`src/rtl/mac_array_ctrl.sv`:
```
// Sequencer for a mac_tile array: kernel load, execute vectors, pipeline drain, done.
// Optional stall counter output (stall_cnt) is built when MAC_CTRL_PERF_CNT_EN is defined.
module mac_array_ctrl #(
  parameter int row    = 8,
  parameter int col    = 8,
  parameter int cnt_bw = 8
) (
  input  logic              clk,
  input  logic              reset,
  input  logic              start,
  input  logic              mode_os,
  input  logic [cnt_bw-1:0] n_vec,
  input  logic              l0_empty,
  input  logic              ofifo_full,
  output logic              l0_rd,
  output logic [2*row-1:0]  inst_w,
  output logic              mode_select,
  output logic              ofifo_wr,
  output logic              busy,
  output logic              done
`ifdef MAC_CTRL_PERF_CNT_EN
  ,
  output logic [15:0]       stall_cnt
`endif
);

  localparam int LAT = row + col;
  localparam int DW  = $clog2(LAT + 1);
  localparam logic [cnt_bw-1:0] KLAST = cnt_bw'(col - 1);
  localparam logic [DW-1:0]     DLAST = DW'(LAT - 1);

  typedef enum logic [2:0] {
    S_IDLE,
    S_KLOAD,
    S_KGAP,
    S_EXEC,
    S_DRAIN,
    S_DONE
  } state_t;

  state_t            state_q;
  logic [cnt_bw-1:0] kcnt_q;
  logic [cnt_bw-1:0] vcnt_q;
  logic [cnt_bw-1:0] nvec_q;
  logic [DW-1:0]     dcnt_q;
  logic              mode_q;
  logic              busy_q;
  logic              done_q;
  logic [LAT-1:0]    wr_sr_q;

  logic              issue;
  logic              exec_issue;
  logic [1:0]        base_inst_d;

  always_comb begin
    issue       = 1'b0;
    exec_issue  = 1'b0;
    base_inst_d = 2'b00;
    case (state_q)
      S_KLOAD: begin
        issue       = !l0_empty;
        base_inst_d = issue ? 2'b01 : 2'b00;
      end
      S_EXEC: begin
        issue       = !l0_empty && !ofifo_full;
        exec_issue  = issue;
        base_inst_d = issue ? 2'b10 : 2'b00;
      end
      default: ;
    endcase
  end

  always_ff @(posedge clk or negedge reset) begin
    if (!reset) begin
      state_q <= S_IDLE;
      kcnt_q  <= '0;
      vcnt_q  <= '0;
      nvec_q  <= '0;
      dcnt_q  <= '0;
      mode_q  <= 1'b0;
      busy_q  <= 1'b0;
      done_q  <= 1'b0;
    end else begin
      case (state_q)
        S_IDLE: begin
          if (start) begin
            state_q <= S_KLOAD;
            mode_q  <= mode_os;
            nvec_q  <= n_vec;
            kcnt_q  <= '0;
            vcnt_q  <= '0;
            busy_q  <= 1'b1;
          end
        end
        S_KLOAD: begin
          if (issue) begin
            if (kcnt_q == KLAST) state_q <= S_KGAP;
            else                 kcnt_q  <= kcnt_q + cnt_bw'(1);
          end
        end
        S_KGAP: begin
          dcnt_q  <= '0;
          state_q <= (nvec_q == '0) ? S_DRAIN : S_EXEC;
        end
        S_EXEC: begin
          // Last issue leaves immediately so the drain window covers exactly LAT cycles.
          if (issue) begin
            if (vcnt_q == nvec_q - cnt_bw'(1)) state_q <= S_DRAIN;
            else                               vcnt_q  <= vcnt_q + cnt_bw'(1);
          end
        end
        S_DRAIN: begin
          if (dcnt_q == DLAST) begin
            state_q <= S_DONE;
            done_q  <= 1'b1;
          end else begin
            dcnt_q <= dcnt_q + DW'(1);
          end
        end
        S_DONE: begin
          state_q <= S_IDLE;
          done_q  <= 1'b0;
          busy_q  <= 1'b0;
        end
        default: state_q <= S_IDLE;
      endcase
    end
  end

  // Each execute issue reappears as an OFIFO write once it has crossed the array.
  always_ff @(posedge clk or negedge reset) begin
    if (!reset) wr_sr_q <= '0;
    else        wr_sr_q <= {wr_sr_q[LAT-2:0], exec_issue};
  end

  for (genvar gi = 0; gi < row; gi++) begin : g_stagger
    logic [1:0] stage_q;
    if (gi == 0) begin : g_head
      always_ff @(posedge clk or negedge reset) begin
        if (!reset) stage_q <= 2'b00;
        else        stage_q <= base_inst_d;
      end
    end else begin : g_tail
      always_ff @(posedge clk or negedge reset) begin
        if (!reset) stage_q <= 2'b00;
        else        stage_q <= g_stagger[gi-1].stage_q;
      end
    end
    assign inst_w[2*gi +: 2] = stage_q;
  end

`ifdef MAC_CTRL_PERF_CNT_EN
  logic [15:0] stall_cnt_q;

  always_ff @(posedge clk or negedge reset) begin
    if (!reset) begin
      stall_cnt_q <= '0;
    end else if (state_q == S_IDLE && start) begin
      stall_cnt_q <= '0;
    end else if ((state_q == S_KLOAD || state_q == S_EXEC) && !issue &&
                 stall_cnt_q != 16'hFFFF) begin
      stall_cnt_q <= stall_cnt_q + 16'd1;
    end
  end

  assign stall_cnt = stall_cnt_q;
`endif

  assign l0_rd       = issue;
  assign mode_select = mode_q;
  assign ofifo_wr    = wr_sr_q[LAT-1];
  assign busy        = busy_q;
  assign done        = done_q;

endmodule

```
`config.mk`:
```
export PLATFORM = sky130hd
export DESIGN_NAME = mac_array_ctrl
export DESIGN_NICKNAME = d
export VERILOG_FILES = /design/src/rtl/mac_array_ctrl.sv
export SDC_FILE = /design/constraint.sdc
export NUM_CORES = 1
export LEC_CHECK = 0
export ABC_AREA = 1
export CORE_AREA = 2 2 74 90
export DETAILED_ROUTE_END_ITERATION = 16
export DIE_AREA = 0 0 76 92
export PLACE_DENSITY_LB_ADDON = 0.08
export SLEW_MARGIN = 20
export SYNTH_ARGS = -nofsm -noshare
export SYNTH_HDL_FRONTEND = slang
export SYNTH_SLANG_ARGS = --single-unit
export TNS_END_PERCENT = 5
```
`constraint.sdc`:
```
create_clock -name clk -period 1.7 [get_ports clk]
set_clock_uncertainty 0.2 [all_clocks]
set_input_delay 0.34 -clock clk [delete_from_list [all_inputs] [get_ports clk]]
set_output_delay 0.34 -clock clk [all_outputs]
set_load 0.01 [all_outputs]
```
# Yosys cells after proc, flatten, opt, wreduce, memory -nomap -nowiden
# Cells that the tools add are included.
[word_totals]
regBits = 67
latch_bits = 0
mem_bits_rw = 0
romBits = 0
in_bits = 14
output_inout_bits = 21
word_cells = 81
n_memories = 0
[op_classes]
add_sub_neg = 4
mul = 0
div_mod_pow = 0
n_lt_le_gt_ge = 0
eq_ne = 17
n_shift = 0
mux = 26
n_bitwise = 0
n_reduce_logical = 17
[ops]
columns = ["op", "n"]
rows = [
  ["2-to-1 mux 8 bit", 5],
  ["case mux 8 bit (2 select lines)", 2],
  ["2-to-1 mux 3 bit", 7],
  ["inequality test 2 bit (second input constant)", 9],
  ["adder 8 x 1 -> 8 bit (second input constant)", 2],
  ["case mux 3 bit (5 select lines)", 1],
  ["case mux 5 bit (2 select lines)", 1],
  ["nonzero test 2 bit", 5],
  ["== test 8 x 3 -> 1 bit (second input constant)", 1],
  ["== test 8 bit", 1],
  ["zero test 8 bit", 1],
  ["AND reduction 2 bit", 4],
  ["AND reduction 4 bit", 2],
  ["subtractor 8 x 1 -> 8 bit (second input constant)", 1],
  ["== test 3 x 2 -> 1 bit (second input constant)", 2],
  ["== test 3 bit (second input constant)", 2],
  ["case mux 1 bit (2 select lines)", 3],
  ["AND reduction 6 bit", 1],
  ["adder 5 x 1 -> 5 bit (second input constant)", 1],
  ["== test 5 x 4 -> 1 bit (second input constant)", 1],
  ["2-to-1 mux 5 bit", 1],
  ["2-to-1 mux 1 bit", 4],
  ["case mux 2 bit (2 select lines)", 1],
  ["== test 3 x 1 -> 1 bit (second input constant)", 1],
  ["other kinds (4)", 5],
]

# Longest topological paths before layout
# Gate-level depths: netlist of run 1.
[logic_depth]
word_depth = 5
ltp_mapped = 16
depth_no_buf = 16

# Worst setup path after synthesis of run 1
# Ideal clock, no wire load.
[synth_path]
path_kind = "reg-to-reg"
startpoint = "register nvec_q[0]"
endpoint = "register vcnt_q[2]"
setup_time_ns = 0.117
t_arrival_ns = 1.562
t_required_ns = 1.383
setup_slack_ns = -0.179
path_stages_with_launch = 16
path_buffers = 0
synth_period_minus_slack_ns = 1.879
cell_sequence = "dfrtp_1 -> inv_1 -> ha_1 -> nand2_1 -> nor2_1 -> nand2_1 -> nand2_1 -> nand2_1 -> nand2_1 -> nor2_1 -> nand2_1 -> nand2_1 -> nand2_2 -> nand2_4 -> nand2_1 -> nand2_1"
[synth_between]
elab_chain_cells = 4
[synth_lines]
columns = ["element", "line", "text"]
rows = [
  ["start, declared", "44", "logic [cnt_bw-1:0] nvec_q;"],
  ["start signal, assigned", "89", "nvec_q <= n_vec;"],
  ["subtractor 8 x 1 -> 8 bit", "108", "if (vcnt_q == nvec_q - cnt_bw'(1)) state_q <= S_DRAIN;"],
  ["== test 8 bit", "108", ""],
  ["inequality test 2 bit (no line)", "n/a", ""],
  ["AND reduction 4 bit (no line)", "n/a", ""],
  ["end signal, assigned", "109", "else vcnt_q <= vcnt_q + cnt_bw'(1);"],
  ["end, declared", "43", "logic [cnt_bw-1:0] vcnt_q;"],
]
# Every way passes these cells.
# A chain may end at the register's enable or synchronous reset.

# Final worst setup path of run 1
[layout_path]
startpoint = "register state_q[1]"
endpoint = "output port l0_rd"
[layout_between]
elab_chain_cells = 2
word_cells_on_any_way = 3
[layout_lines]
columns = ["element", "line", "text"]
rows = [
  ["start, declared", "41", "state_t state_q;"],
  ["start signal, assigned", "103", "state_q <= (nvec_q == '0) ? S_DRAIN : S_EXEC;"],
  ["== test 3 x 2 -> 1 bit or == test 3 x 1 -> 1 bit (tied branches)", "59", "case (state_q)"],
  ["case mux 1 bit (2 select lines) *", "59", ""],
  ["end, declared", "15", "output logic l0_rd,"],
]
# Mark *: on every way between the ends. The rest lies on a longest branch, timed or not.

==> results of run 1 <==
-- path summary, 6_finish.rpt --
path                              from           to  slack [ps]  cells after the start
max in group asynchronous        reset    dcnt_q[4]         670                      3
hold reg to reg            wr_sr_q[12]  wr_sr_q[13]         150                      0
setup reg to reg             nvec_q[0]    vcnt_q[6]        -220                     13
min in group asynchronous        reset    nvec_q[2]         340                      3
setup / recovery            state_q[1]        l0_rd        -320                      6
hold / removal             wr_sr_q[12]  wr_sr_q[13]         150                      0
-- where the power goes --
part / leakage [nW] / switching (mW) / internal (mW)
Clock: 0.0987 / 0.617 / 0.717
Combinational: 1.11 / 1.85 / 1.53
Sequential: 0.904 / 0.247 / 1.92
-- layout make-up --
class / instances / area share, %
flip-flops and latches: 67 / 40.6
clock inverters: 6 / 1.54
multi-input cells: 215 / 30.1
clock buffers: 10 / 3.33
well taps: 85 / 2.57
inverters: 41 / 3.90
repair buffers: 86 / 18.0
-- flip-flops by register name (all words and copies together) (netlist names) --
name               flops
done                   1
g_stagger.stage_q     16
state_q                3
kcnt_q                 8
vcnt_q                 8
wr_sr_q               16
nvec_q                 8
mode_select            1
dcnt_q                 5
busy                   1
-- Yosys cell counts (2+ instances only) --
master / number
xor2_1: 6
nor3_1: 6
nor3b_1: 5
nand4_1: 2
nand2_4: 2
nand3_1: 24
a31oi_1: 2
o21ai_0: 16
a21oi_1: 4
nor2_1: 35
inv_1: 34
dfrtp_1: 67
nor2_2: 2
nand2_2: 2
xnor2_1: 4
inv_2: 6
nand2_1: 79
ha_1: 6
o21ai_1: 6
nor3_2: 2
o31ai_1: 2
-- layer usage --
metal / vias to the layer above / wire [um] / part of all wire [%]
met5: - / 0 / 0
met4: 0 / 125 / 2.0
met3: 12 / 201 / 3.2
met2: 47 / 3100 / 50
met1: 1144 / 2810 / 45
li1: 1227 / - / -
-- critical path, delay by kind of cell, from the launching register on --
family                 cells  cell delay, ps
DFF                        1             430
and+or+nand+nor            3             370
buffers and inverters      3             350
-- what timing repair did --
action / CTS / global route
setup endpoints to repair: 55 / 35
gates resized for setup: 38 / 20
cloned: 0 / 1
hold buffers: 1 / 0
setup buffers: 0 / 2
pin swaps: 6 / 9
endpoints found under the hold margin: 67 / 0
-- through the flow --
stage | cells | hold slack, ps | instance area [um^2] | utilization (%)
2_1_floorplan | 323 | -156 | 2990 | -
3_3_place_gp | 490 | 131 | 3820 | 61.6
3_5_place_dp | 490 | 136 | 3820 | 61.6
4_1_cts | 507 | 153 | 4040 | 65.1
5_1_grt | 510 | 157 | 4130 | 66.6
6_report | 510 | 149 | 4130 | 66.6
-- cell families (layout without fill, tap and decap cells) --
kind of cell / Yosys count / after routing
adders and majority gates: 6 / 6
AOI/OAI and AO/OA: 35 / 35
DFF: 67 / 67
xor gates and xnor gates: 10 / 10
and+or+nand+nor: 163 / 164
buffers and inverters: 42 / 143
==> run_results.csv, run 1 <==
group,metric,value,unit
setup_path,cp_cell_sequence,"buf_6 > inv_4 > nand3_4 > nor2_2 > or2_1 > buf_2",
clocking,cts_root_buffer,"clkbuf_8",
cells_and_area,nets,440,
timing,max_freq,494,MHz
floorplan,die_w,76,um
synth,synthFlopType,"dfrtp_1",
run_status,violations,"negative setup slack",
global_routing,grt-busiest-layer,"met2",
clocking,numCtsBuffers,9,
clocking,cts_tree,"yes",
timing,finalCritPeriodShare,119,%
floorplan,die_area,0.00699,mm^2
setup_path,crit_slowest_cell,"dfrtp_1",
setup_path,path_class,"flip-flop to primary output",
synth,synth_area,0.00296,mm^2
floorplan,die_y,92,um
synth,ys_async_sr_fraction,100,%
synth,synth_mux_area_share,0,%
clocking,h-tree-depth,3,
cells_and_area,drive_gt1_share,26.8,%
global_routing,grtUsageMet2,32.8,%
cells_and_area,seq_area,0.00168,mm^2
timing,setup_viol,31,
synth,synth_top_cell_area_share,56.6,%
synth,syn_area_per_cell,9.17,um^2
floorplan,initial_core_util,47.7,%
placement,dpl_worst_slack,-594,ps
cells_and_area,fill_cells,519,
cells_and_area,syn_to_final_growth,39.6,%
setup_path,worstPathRequired,1160,ps
detailed_routing,first_pass_iters,4,
timing,finalHoldViolations,0,
timing,worst_pin_slew,352,ps
detailed_routing,drc,0,
timing,relSlewSlack,76.5,%
timing,fin_ws,-325,ps
job,maxCapViolations,0,
synth,yosys_warnings,0,
global_routing,grt_pass1_wl,10.5,mm
synth,syn-num-nets,343,
placement,port_buffers,34,
placement,dpl.hpwl,4.44,mm
detailed_routing,avgRoutedWirePerCell,12.2,um
cells_and_area,multiInputGateArea,0.00124,mm^2
detailed_routing,ant_nets,0,
synth,synth-edff-count,0,
synth,synth-compound-area-share,6.80,%
hold_path,hp-class,"flip-flop to flip-flop",
synth,synth_top_family_by_area,"simple AND/OR/NAND/NOR gates",
synth,yosysUniqueCellTypes,32,
power,vdd_drop_max,989,uV
cells_and_area,layout_commonest_cell,"nand2_1",
cells_and_area,diodes,0,
floorplan,coreArea,0.00621,mm^2
global_routing,grt_usage,19.4,%
detailed_routing,vias,2430,
setup_path,endpoint_kind,"primary output",
floorplan,io_pins,35,
floorplan,row_count,32,
synth,yosysSeqAreaShare,56.6,%
synth,synthXorXnorAreaFrac,2.96,%
timing,layout_min_cycle_time,2020,ps
global_routing,use_met1,24.0,%
synth,syn_inst,323,
global_routing,antenna_found_initial,0,
setup_path,crit_arrival,1480,ps
setup_path,cp_slowest_stage_delay,430,ps
synth,synth-seq-cells,67,
clocking,clk_pin_slew,70,ps
setup_path,crit_path_start_kind,"flip-flop",
global_routing,overflow,0,
global_routing,grt_util_met3,4.04,%
setup_path,path_max_fanout,6,
clocking,numClockSinks,67,
timing,rsz0062_at_grt,"yes",
global_routing,grt_max_degree,68,
run_status,status,"complete, but fails checks",
power,leakagePower,2.11,nW
placement,gp_congestion,0.805,
clocking,insertion_delay,330,ps
power,power,6.88,mW
global_routing,grt_pass1_vias,2377,
cells_and_area,final_cell_mix,"nand2_1 (70), dfrtp_1 (67), buf_4 (46)",
detailed_routing,finalWirelength,6.23,mm
synth,synth-simple-area-share,25.4,%
synth,synth_area_leader_cell,"dfrtp_1",
detailed_routing,drt_iter0_drc,73,
clocking,clk_path_buf_depth,2,
synth,synth.area.top_cells,"dfrtp_1 (57%), nand2_1 (10%), nor2_1 (4.4%)",
synth,synth-adder-area-share,2.54,%
power,pwr_density_cell,1660,mW/mm^2
timing,drv_slew,0,
timing,fin_tns_setup,-4200,ps
detailed_routing,vias_per_cell,4.76,
Power figures use the tool's default switching activity.
==> run 2, diff against run 1 <==
--- a/config.mk
+++ b/config.mk
@@ -10,7 +10,6 @@
 export DETAILED_ROUTE_END_ITERATION = 16
 export DIE_AREA = 0 0 76 92
 export PLACE_DENSITY_LB_ADDON = 0.08
-export SLEW_MARGIN = 20
 export SYNTH_ARGS = -nofsm -noshare
 export SYNTH_HDL_FRONTEND = slang
 export SYNTH_SLANG_ARGS = --single-unit
==> results of run 2 <==
The final DEF is identical to that of run 1; final timing and power are the same.
